===== src/rtl/apple1_mem_pkg.sv =====
// Shared types for the Apple-1 memory arbiter: eraser states, read-select codes
// and the RAM port request bundle.
package apple1_mem_pkg;
  localparam int CPU_AW = 16;

  typedef enum logic [1:0] {ER_IDLE, ER_ERASE, ER_DONE} erase_state_t;
  typedef enum logic [1:0] {SEL_NONE, SEL_RAM, SEL_BASIC, SEL_WOZ} bus_sel_t;

  typedef struct packed {
    logic [CPU_AW-1:0] addr;
    logic [7:0]        din;
    logic              we;
    logic              ena;
  } mem_req_t;

  // One bit wider than the CPU bus so a region ending at 16'hFFFF+1 does not wrap.
  function automatic logic in_region(input logic [CPU_AW:0] a,
                                     input logic [CPU_AW:0] base,
                                     input logic [CPU_AW:0] size);
    return (a >= base) && (a < base + size);
  endfunction
endpackage


===== src/rtl/apple1_mem_arbiter_if.sv =====
// 6502-side bus between the CPU core and the memory arbiter.
interface apple1_mem_arbiter_if;
  import apple1_mem_pkg::*;

  logic              cpu_clken;
  logic [CPU_AW-1:0] cpu_addr;
  logic [7:0]        cpu_dout;
  logic              cpu_rd;
  logic              cpu_wr;
  logic [7:0]        bus_dout;
  logic              cpu_hold;

  modport master (output cpu_clken, cpu_addr, cpu_dout, cpu_rd, cpu_wr,
                  input  bus_dout, cpu_hold);
  modport slave  (input  cpu_clken, cpu_addr, cpu_dout, cpu_rd, cpu_wr,
                  output bus_dout, cpu_hold);
endinterface


===== src/rtl/apple1_ram_eraser.sv =====
// RAM eraser: walks 0..RAM_TOP-1 one write per clock, pausing whenever the
// downloader takes the RAM port.
module apple1_ram_eraser
  import apple1_mem_pkg::*;
#(
  parameter logic [CPU_AW-1:0] RAM_TOP        = 16'hC000,
  parameter bit                ERASE_ON_RESET = 1'b1
) (
  input  logic              sys_clock,
  input  logic              reset_n,
  input  logic              erase_req,
  input  logic              stall,
  output logic [CPU_AW-1:0] addr,
  output logic              we,
  output logic              busy
);
  localparam logic [CPU_AW-1:0] LAST = RAM_TOP - 16'd1;

  erase_state_t      state_q, state_d;
  logic [CPU_AW-1:0] addr_q, addr_d;
  logic              boot_q;
  logic              busy_q;

  always_comb begin
    state_d = state_q;
    addr_d  = addr_q;
    case (state_q)
      ER_IDLE:  if (erase_req || boot_q) state_d = ER_ERASE;
      ER_ERASE: if (!stall) begin
        if (addr_q == LAST) begin
          state_d = ER_DONE;
          addr_d  = '0;
        end else begin
          addr_d  = addr_q + 16'd1;
        end
      end
      ER_DONE:  state_d = ER_IDLE;
      default:  state_d = ER_IDLE;
    endcase
  end

  // boot_q turns the first clock after reset release into an implicit erase request.
  always_ff @(posedge sys_clock or negedge reset_n) begin
    if (!reset_n) begin
      state_q <= ER_IDLE;
      addr_q  <= '0;
      boot_q  <= ERASE_ON_RESET;
      busy_q  <= 1'b0;
    end else begin
      state_q <= state_d;
      addr_q  <= addr_d;
      boot_q  <= 1'b0;
      busy_q  <= (state_d == ER_ERASE);
    end
  end

  assign addr = addr_q;
  assign busy = busy_q;
  assign we   = busy_q & ~stall;
endmodule


===== src/rtl/apple1_mem_arbiter.sv =====
// Apple-1 memory arbiter: downloader > eraser > CPU on the RAM port, plus the
// CPU address decode, ROM write-protect and registered read-select.
module apple1_mem_arbiter
  import apple1_mem_pkg::*;
#(
  parameter logic [CPU_AW-1:0] RAM_TOP        = 16'hC000,
  parameter logic [CPU_AW-1:0] BASIC_BASE     = 16'hE000,
  parameter int                BASIC_SIZE     = 4096,
  parameter logic [CPU_AW-1:0] WOZ_BASE       = 16'hFF00,
  parameter int                WOZ_SIZE       = 256,
  parameter logic [7:0]        FILL_VALUE     = 8'h00,
  parameter logic [7:0]        UNMAPPED_VALUE = 8'h00,
  parameter bit                ERASE_ON_RESET = 1'b1,
  parameter int                DL_AW          = 25
) (
  input  logic                sys_clock,
  input  logic                reset_n,
  apple1_mem_arbiter_if.slave cpu,
  input  logic                dl_active,
  input  logic                dl_wr,
  input  logic [DL_AW-1:0]    dl_addr,
  input  logic [7:0]          dl_data,
  input  logic                erase_req,
  output logic                erase_busy,
  output logic                dl_range_err,
  output logic [CPU_AW-1:0]   mem_addr,
  output logic [7:0]          mem_din,
  output logic                mem_we,
  output logic                mem_ena,
  input  logic [7:0]          ram_dout,
  input  logic [7:0]          basic_dout,
  input  logic [7:0]          woz_dout
);
  localparam logic [CPU_AW:0] BASIC_SZ = BASIC_SIZE[CPU_AW:0];
  localparam logic [CPU_AW:0] WOZ_SZ   = WOZ_SIZE[CPU_AW:0];

  logic [CPU_AW:0]   a17;
  logic              ram_cs, basic_cs, woz_cs;
  bus_sel_t          dec_sel, sel_q;
  logic              dl_go, dl_in_ram, dl_active_q;
  logic [CPU_AW-1:0] er_addr;
  logic              er_we, er_busy;
  mem_req_t          mem_req;

  // ---- decode ----
  assign a17      = {1'b0, cpu.cpu_addr};
  assign ram_cs   = a17 < {1'b0, RAM_TOP};
  assign basic_cs = in_region(a17, {1'b0, BASIC_BASE}, BASIC_SZ);
  assign woz_cs   = in_region(a17, {1'b0, WOZ_BASE}, WOZ_SZ);

  always_comb begin
    dec_sel = SEL_NONE;
    if (woz_cs)        dec_sel = SEL_WOZ;
    else if (basic_cs) dec_sel = SEL_BASIC;
    else if (ram_cs)   dec_sel = SEL_RAM;
  end

  // ---- eraser ----
  assign dl_go     = dl_active & dl_wr;
  assign dl_in_ram = dl_addr < DL_AW'(RAM_TOP);

  apple1_ram_eraser #(
    .RAM_TOP        (RAM_TOP),
    .ERASE_ON_RESET (ERASE_ON_RESET)
  ) u_eraser (
    .sys_clock (sys_clock),
    .reset_n   (reset_n),
    .erase_req (erase_req),
    .stall     (dl_go),
    .addr      (er_addr),
    .we        (er_we),
    .busy      (er_busy)
  );

  assign erase_busy   = er_busy;
  assign cpu.cpu_hold = er_busy;

  // ---- RAM port mux ----
  always_comb begin
    mem_req.addr = cpu.cpu_addr;
    mem_req.din  = cpu.cpu_dout;
    mem_req.we   = cpu.cpu_wr & cpu.cpu_clken & (dec_sel == SEL_RAM);
    mem_req.ena  = cpu.cpu_clken;
    if (dl_go) begin
      mem_req.addr = dl_addr[CPU_AW-1:0];
      mem_req.din  = dl_data;
      mem_req.we   = dl_in_ram;
      mem_req.ena  = 1'b1;
    end else if (er_we) begin
      mem_req.addr = er_addr;
      mem_req.din  = FILL_VALUE;
      mem_req.we   = 1'b1;
      mem_req.ena  = 1'b1;
    end
  end

  // Strobes are forced low while reset is held so nothing reaches RAM mid-reset.
  assign mem_addr = mem_req.addr;
  assign mem_din  = mem_req.din;
  assign mem_we   = reset_n & mem_req.we;
  assign mem_ena  = reset_n & mem_req.ena;

  // ---- download range error, cleared by a new session ----
  always_ff @(posedge sys_clock or negedge reset_n) begin
    if (!reset_n) begin
      dl_active_q  <= 1'b0;
      dl_range_err <= 1'b0;
    end else begin
      dl_active_q <= dl_active;
      if (dl_go && !dl_in_ram)            dl_range_err <= 1'b1;
      else if (dl_active && !dl_active_q) dl_range_err <= 1'b0;
    end
  end

  // ---- registered read select ----
  always_ff @(posedge sys_clock or negedge reset_n) begin
    if (!reset_n)
      sel_q <= SEL_NONE;
    else if (cpu.cpu_rd && cpu.cpu_clken && !er_busy)
      sel_q <= dec_sel;
  end

  always_comb begin
    case (sel_q)
      SEL_RAM:   cpu.bus_dout = ram_dout;
      SEL_BASIC: cpu.bus_dout = basic_dout;
      SEL_WOZ:   cpu.bus_dout = woz_dout;
      default:   cpu.bus_dout = UNMAPPED_VALUE;
    endcase
  end
endmodule


===== src/flat_wrapper.sv =====
// flat-port wrapper written by rule: the top's interface ports become plain ports
module apple1_mem_arbiter_flat import apple1_mem_pkg::*;
#(
  parameter logic [CPU_AW-1:0] RAM_TOP        = 16'hC000,
  parameter logic [CPU_AW-1:0] BASIC_BASE     = 16'hE000,
  parameter int                BASIC_SIZE     = 4096,
  parameter logic [CPU_AW-1:0] WOZ_BASE       = 16'hFF00,
  parameter int                WOZ_SIZE       = 256,
  parameter logic [7:0]        FILL_VALUE     = 8'h00,
  parameter logic [7:0]        UNMAPPED_VALUE = 8'h00,
  parameter bit                ERASE_ON_RESET = 1'b1,
  parameter int                DL_AW          = 25
)
  (sys_clock, reset_n, dl_active, dl_wr, dl_addr, dl_data, erase_req, erase_busy, dl_range_err, mem_addr, mem_din, mem_we, mem_ena, ram_dout, basic_dout, woz_dout, cpu_cpu_clken, cpu_cpu_addr, cpu_cpu_dout, cpu_cpu_rd, cpu_cpu_wr, cpu_bus_dout, cpu_cpu_hold);
  apple1_mem_arbiter_if cpu_i ();
  input  logic sys_clock;
  input  logic reset_n;
  input  logic dl_active;
  input  logic dl_wr;
  input  logic [DL_AW-1:0] dl_addr;
  input  logic [7:0] dl_data;
  input  logic erase_req;
  output logic erase_busy;
  output logic dl_range_err;
  output logic [CPU_AW-1:0] mem_addr;
  output logic [7:0] mem_din;
  output logic mem_we;
  output logic mem_ena;
  input  logic [7:0] ram_dout;
  input  logic [7:0] basic_dout;
  input  logic [7:0] woz_dout;
  input wire logic [$bits(cpu_i.cpu_clken)-1:0] cpu_cpu_clken;
  input wire logic [$bits(cpu_i.cpu_addr)-1:0] cpu_cpu_addr;
  input wire logic [$bits(cpu_i.cpu_dout)-1:0] cpu_cpu_dout;
  input wire logic [$bits(cpu_i.cpu_rd)-1:0] cpu_cpu_rd;
  input wire logic [$bits(cpu_i.cpu_wr)-1:0] cpu_cpu_wr;
  output wire logic [$bits(cpu_i.bus_dout)-1:0] cpu_bus_dout;
  output wire logic [$bits(cpu_i.cpu_hold)-1:0] cpu_cpu_hold;
  assign cpu_i.cpu_clken = cpu_cpu_clken;
  assign cpu_i.cpu_addr = cpu_cpu_addr;
  assign cpu_i.cpu_dout = cpu_cpu_dout;
  assign cpu_i.cpu_rd = cpu_cpu_rd;
  assign cpu_i.cpu_wr = cpu_cpu_wr;
  assign cpu_bus_dout = cpu_i.bus_dout;
  assign cpu_cpu_hold = cpu_i.cpu_hold;
  apple1_mem_arbiter #(.RAM_TOP(RAM_TOP), .BASIC_BASE(BASIC_BASE), .BASIC_SIZE(BASIC_SIZE), .WOZ_BASE(WOZ_BASE), .WOZ_SIZE(WOZ_SIZE), .FILL_VALUE(FILL_VALUE), .UNMAPPED_VALUE(UNMAPPED_VALUE), .ERASE_ON_RESET(ERASE_ON_RESET), .DL_AW(DL_AW)) u_core (.sys_clock(sys_clock), .reset_n(reset_n), .cpu(cpu_i), .dl_active(dl_active), .dl_wr(dl_wr), .dl_addr(dl_addr), .dl_data(dl_data), .erase_req(erase_req), .erase_busy(erase_busy), .dl_range_err(dl_range_err), .mem_addr(mem_addr), .mem_din(mem_din), .mem_we(mem_we), .mem_ena(mem_ena), .ram_dout(ram_dout), .basic_dout(basic_dout), .woz_dout(woz_dout));
endmodule

===== config.mk =====
export PLATFORM = sky130hd
export DESIGN_NAME = apple1_mem_arbiter_flat
export DESIGN_NICKNAME = d
export VERILOG_FILES = /design/src/rtl/apple1_mem_pkg.sv /design/src/rtl/apple1_mem_arbiter_if.sv /design/src/rtl/apple1_ram_eraser.sv /design/src/rtl/apple1_mem_arbiter.sv /design/src/flat_wrapper.sv
export SDC_FILE = /design/constraint.sdc
export NUM_CORES = 1
export LEC_CHECK = 0
export CORE_ASPECT_RATIO = 0.8
export CORE_MARGIN = 5
export CORE_UTILIZATION = 39
export DETAILED_ROUTE_END_ITERATION = 16
export GPL_ROUTABILITY_DRIVEN = 0
export PLACE_DENSITY = 0.87
export SLEW_MARGIN = 20
export SYNTH_ARGS = -nofsm -noshare
export SYNTH_HDL_FRONTEND = slang
export SYNTH_SLANG_ARGS = --single-unit

===== constraint.sdc =====
create_clock -name sys_clock -period 4.1 [get_ports sys_clock]
set_input_delay 0.41 -clock sys_clock [delete_from_list [all_inputs] [get_ports sys_clock]]
set_output_delay 0.41 -clock sys_clock [all_outputs]
set_load 0.1 [all_outputs]

=== Word level (Yosys, flattened, before mapping) ===
Cells that the tools add are included.

* Bitwise logic cells: 7
* $add $sub $neg: 1
* Eq/ne operators: 7
* Mux-type cells: 13
* Reductions and logical operators: 13
* $lt $le $gt $ge: 6

{| class="wikitable"
|+ Operator list
! operator !! number
|-
| $mux W26 || 2
|-
| $ge A16 B16 Y1 const B || 2
|-
| $lt A16 B16 Y1 const B || 2
|-
| $lt A25 B16 Y1 const B || 1
|-
| $pmux W8 S3 || 1
|-
| $lt A16 B17 Y1 const B || 1
|-
| $add A16 B1 Y16 const B || 1
|-
| $eq A16 B16 Y1 const B || 1
|-
| $mux W16 || 1
|-
| $mux W2 || 5
|-
| $eq A2 B1 Y1 const B || 4
|-
| $and A1 B1 Y1 || 6
|-
| $logic_and A1 B1 Y1 || 6
|-
| $eq A2 B2 Y1 const B || 2
|-
| $pmux W2 S2 || 1
|-
| $logic_not A1 Y1 || 3
|-
| $mux W1 || 3
|-
| $logic_not A2 Y1 || 1
|-
| $reduce_and A2 Y1 || 1
|-
| $reduce_bool A2 Y1 || 1
|-
| $logic_or A1 B1 Y1 || 1
|-
| $not A1 Y1 || 1
|}

* Register bits: 24

=== Depth between registers and ports, before layout ===
* Depth after elaboration: 9
* Gate-level depth with buffers: 6
* Mapped depth without buffers: 6

=== Hierarchy ===
A second synthesis with hierarchy kept.

* Cell total of the unflattened synthesis: 217
* Area, all modules: 1865.5 um^2

{| class="wikitable"
|+ Modules (own cells, without submodules)
! module !! area each (um^2) !! cells each !! times used !! seq. area each (um^2)
|-
| apple1_ram_eraser || 972.2 || 90 || 1 || 501.7
|-
| apple1_mem_arbiter || 893.4 || 127 || 1 || 100.1
|}

=== Least setup slack after synthesis ===
Ideal clock, no wire load.

* Path kind: reg-to-output
* Start: reg u_core.u_eraser.busy_q, in the netlist u_core.u_eraser.busy
* End: out mem_addr[10]
* Stages on the path, launching flop included: 5
* Data arrival time: 3.770 ns
* Slack: -0.080 ns
* Cells stage by stage: dfrtp_1 > buf_2 > buf_2 > mux2i_1 > o21ai_0

* Cells in the longest elaborated chain, start to end: 3

{| class="wikitable"
|+ Ends and longest elaborated chain
! what !! line !! text
|-
| from (decl) || apple1_ram_eraser.sv:22 || <nowiki>logic busy_q;</nowiki>
|-
| from (signal assigned) || apple1_ram_eraser.sv:53 || <nowiki>busy_q <= (state_d == ER_ERASE);</nowiki>
|-
| $and A1 B1 Y1 || apple1_ram_eraser.sv:59 || <nowiki>assign we = busy_q & ~stall;</nowiki>
|-
| $mux W26 || apple1_mem_arbiter.sv:89 || <nowiki>end else if (er_we) begin</nowiki>
|-
| $mux W26 || apple1_mem_arbiter.sv:84 || <nowiki>if (dl_go) begin</nowiki>
|-
| to (decl) || flat_wrapper.sv:25 || <nowiki>output logic [CPU_AW-1:0] mem_addr;</nowiki>
|}

Every way passes these cells.

=== Worst setup path in the final report ===
* Start: reg u_core.sel_q[0]
* End: out cpu_bus_dout[5]

* Cells in the longest elaborated chain, start to end: 2

{| class="wikitable"
|+ Ends and longest elaborated chain
! what !! line !! text
|-
| from (decl) || apple1_mem_arbiter.sv:39 || <nowiki>bus_sel_t dec_sel, sel_q;</nowiki>
|-
| from (signal assigned) || apple1_mem_arbiter.sv:120 || <nowiki>sel_q <= dec_sel;</nowiki>
|-
| $eq A2 B2 Y1 / $eq A2 B1 Y1 (equally long branches) || apple1_mem_arbiter.sv:124 || <nowiki>case (sel_q)</nowiki>
|-
| $pmux W8 S3 * || apple1_mem_arbiter.sv:124 ||
|-
| to (decl) || flat_wrapper.sv:37 || <nowiki>output wire logic [$bits(cpu_i.bus_dout)-1:0] cpu_bus_dout;</nowiki>
|}

Every way passes the cells marked *; elsewhere a longest branch is shown, timed or not.

==> metrics.txt <==
die height=71.82 um; post-CTS setup-driven buffer insertion count=0; DP Worst Slack=1.206 ns; type of element capturing the critical path=primary output; worst skew pair latency=0.27 ns; post-CTS resize count=0; synthesized net count=310; number of I/O port buffers=125; CTS HTree Levels=1; Highest Clock Rate=320.3 MHz; Setup crit start kind=flop; starting DRC count in detailed routing=120; Pleak=0.001452 uW; average size of a mapped cell=8.468 um2; min Tclk post-route=3.122 ns; clock transition at the registers of the reported paths=0.09 ns; maximum capacitance violations=0; synthesis-stage register bit count=24; number of antenna cells inserted=0; distinct cell type count after synthesis=48; worst hold path type=reg2reg; total congestion overflow=0; TritonCTS buffer count=3; routed via count divided by cell count=5.100; Setup TNS Final=0 ns; Post-synth EDFFs=0; overall via count from detail_route=2035; Register-to-Register Path Depth=6; maximum number of pins on one net before global-route repair=27; signed area change from the synthesized netlist to the final layout=70.05%; Nets=430; total of hold buffers inserted after clock tree synthesis=0; count of yosys warnings during synthesis=0; depth of the worst hold-timing path=1; final hold viol count=0; tightest slew margin relative to the limit=33.79%; arrival time at the worst endpoint=2.71 ns; area of the die=0.006268 mm2; starting density of the core=40.53%; ys flop type=dfrtp_1; overall routing resource usage=19.16%; number of instances in the synthesized netlist=220; Clock Sinks=24; area of the core=0.004597 mm2; startpoint-to-endpoint class of the critical path=reg2out; wire length of the first global-routing pass=9708 um; Detailed Route WL=6346 um; top library cells by usage in the layout, fill and taps aside=clkdlybuf4s50_1 (99), nand2_1 (49), buf_4 (29); Setup violations, final=0; fraction of the yosys area taken by sequential cells=32.30%; Worst Max-Slew Pin Slew=0.9901 ns; RSZ-0062 raised after global routing=false; area of the mapped netlist=0.001863 mm2; row count=22; total power divided by cell area=348.5 mW/mm2; clk_skew=0.005611 ns; routed length per placed instance=15.90 um; clock buffer depth=2; total DRC errors in the routed layout=0; number of top-level pins=126; share of final-layout standard cells stronger than drive strength 1=15.63%; antenna violation net count after detailed routing=0; DR pass1 iterations=4; largest fanout on the critical path=10; Chip Width=87.28 um; vias in the first global route=1968; final worst path period share=76.15%; count of final max-slew check failures=0; number of antenna violations at the first check in global routing=0; post-detail-place hpwl=5254 um; most frequent standard cell in the layout excluding fill and tap cells=clkdlybuf4s50_1; peak supply drop=0.3045 mV; status=finished clean; required time of the critical path=3.69 ns; setup slack of the critical path after layout=0.9780 ns; Post-synth ARST share=100.0%; CTS tree=built; root cell of the clock tree=clkbuf_8; utilization after layout=68.92%
==> critical path, cell delays in order, from the launching register on <==
cell and delay (ns):
dfrtp_1 0.57, nor2b_1 0.49, a22o_1 0.25, clkdlybuf4s50_1 1.14
==> path summary, 6_finish.rpt <==
path	startpoint	endpoint	slack, ns
max	u_core.sel_q[0]	cpu_bus_dout[5]	0.98
min	u_core.dl_range_err	u_core.dl_range_err	0.49
max reg2reg	u_core.u_eraser.addr[0]	u_core.u_eraser.addr[14]	2.27
min reg2reg	u_core.dl_range_err	u_core.dl_range_err	0.49
max in group asynchronous	reset_n	u_core.u_eraser.boot_q	3.28
min in group asynchronous	reset_n	u_core.u_eraser.addr[7]	0.51
==> final cells by class <==
class | instances | area (um2)
sequential | 24 | 601.8
fill | 371 | 1429
timing repair buffer | 128 | 1209
tap | 60 | 75.07
multi-input combinational | 182 | 1207
inverter | 1 | 3.754
clock buffer | 3 | 41.29
clock inverter | 1 | 30.03
==> Yosys cell counts, types with 2 or more instances <==
| library cell | n | area, um2 |
|---|---|---|
| mux2_2 | 9 | 101.4 |
| nor3_1 | 5 | 25.02 |
| xnor2_1 | 5 | 43.79 |
| mux2i_1 | 16 | 160.2 |
| xor2_1 | 5 | 43.79 |
| clkbuf_1 | 9 | 33.78 |
| buf_2 | 2 | 10.01 |
| o21ai_0 | 20 | 100.1 |
| a31oi_1 | 3 | 18.77 |
| nor2_1 | 10 | 37.54 |
| a21oi_1 | 2 | 10.01 |
| a22o_1 | 10 | 87.58 |
| and2_1 | 2 | 12.51 |
| a21o_1 | 3 | 22.52 |
| nand4_1 | 3 | 18.77 |
| nand2_1 | 49 | 183.9 |
| nand3_1 | 3 | 15.01 |
| dfrtp_1 | 23 | 575.6 |
| nand3b_1 | 10 | 75.07 |
| and3_1 | 3 | 18.77 |
==> per-stage QoR <==
stage | area [um2] | std cells | hold WS (ns) | total power [uW]
3_5_place_dp | 3097 | 395 | 0.4756 | 903.3
3_3_place_gp | 3097 | 395 | 0.4620 | 894.0
4_1_cts | 3168 | 399 | 0.4968 | 1114
2_1_floorplan | 1868 | 220 | 0.1144 | 716.7
6_report | 3168 | 399 | 0.4933 | 1104
5_1_grt | 3168 | 399 | 0.5287 | 1163
==> where the power goes <==
part	internal [uW]	switching [uW]	total, uW	leakage (uW)
combinational	194	384	578	0.00111
sequential	271	45.9	317	0.000303
clock	131	78.3	209	0.0000357
total	596	508	1100	0.00145
==> cells by family after synthesis <==
logic type,Yosys count,share of synthesized area (%)
adders and majority gates,1,0.6715
other,1,0.2013
and+or+nand+nor,101,28.95
AOI/OAI and AO/OA,42,14.57
xor gates and xnor gates,10,4.701
buffers and inverters,14,3.156
muxes,27,15.45
DFF,24,32.30
==> state kept, by name, summed over array words and instances (netlist names) <==
signal and flops:
u_core.sel_q 2, u_core.u_eraser.state_q 2, u_core.u_eraser.boot_q 1, u_core.u_eraser.addr 16
u_core.dl_range_err 1, u_core.u_eraser.busy 1, u_core.dl_active_q 1
==> per-layer routing <==
layer | part of all wire (%) | vias to the layer above | GRT usage [%]
met1 | 42 | 939 | 24.32
met4 | 0.41 | 0 | 1.533
li1 | - | 1021 | -
met3 | 8.3 | 4 | 3.793
met2 | 49 | 71 | 34.78
met5 | 0 | - | 0
Power figures use the tool's default switching activity.
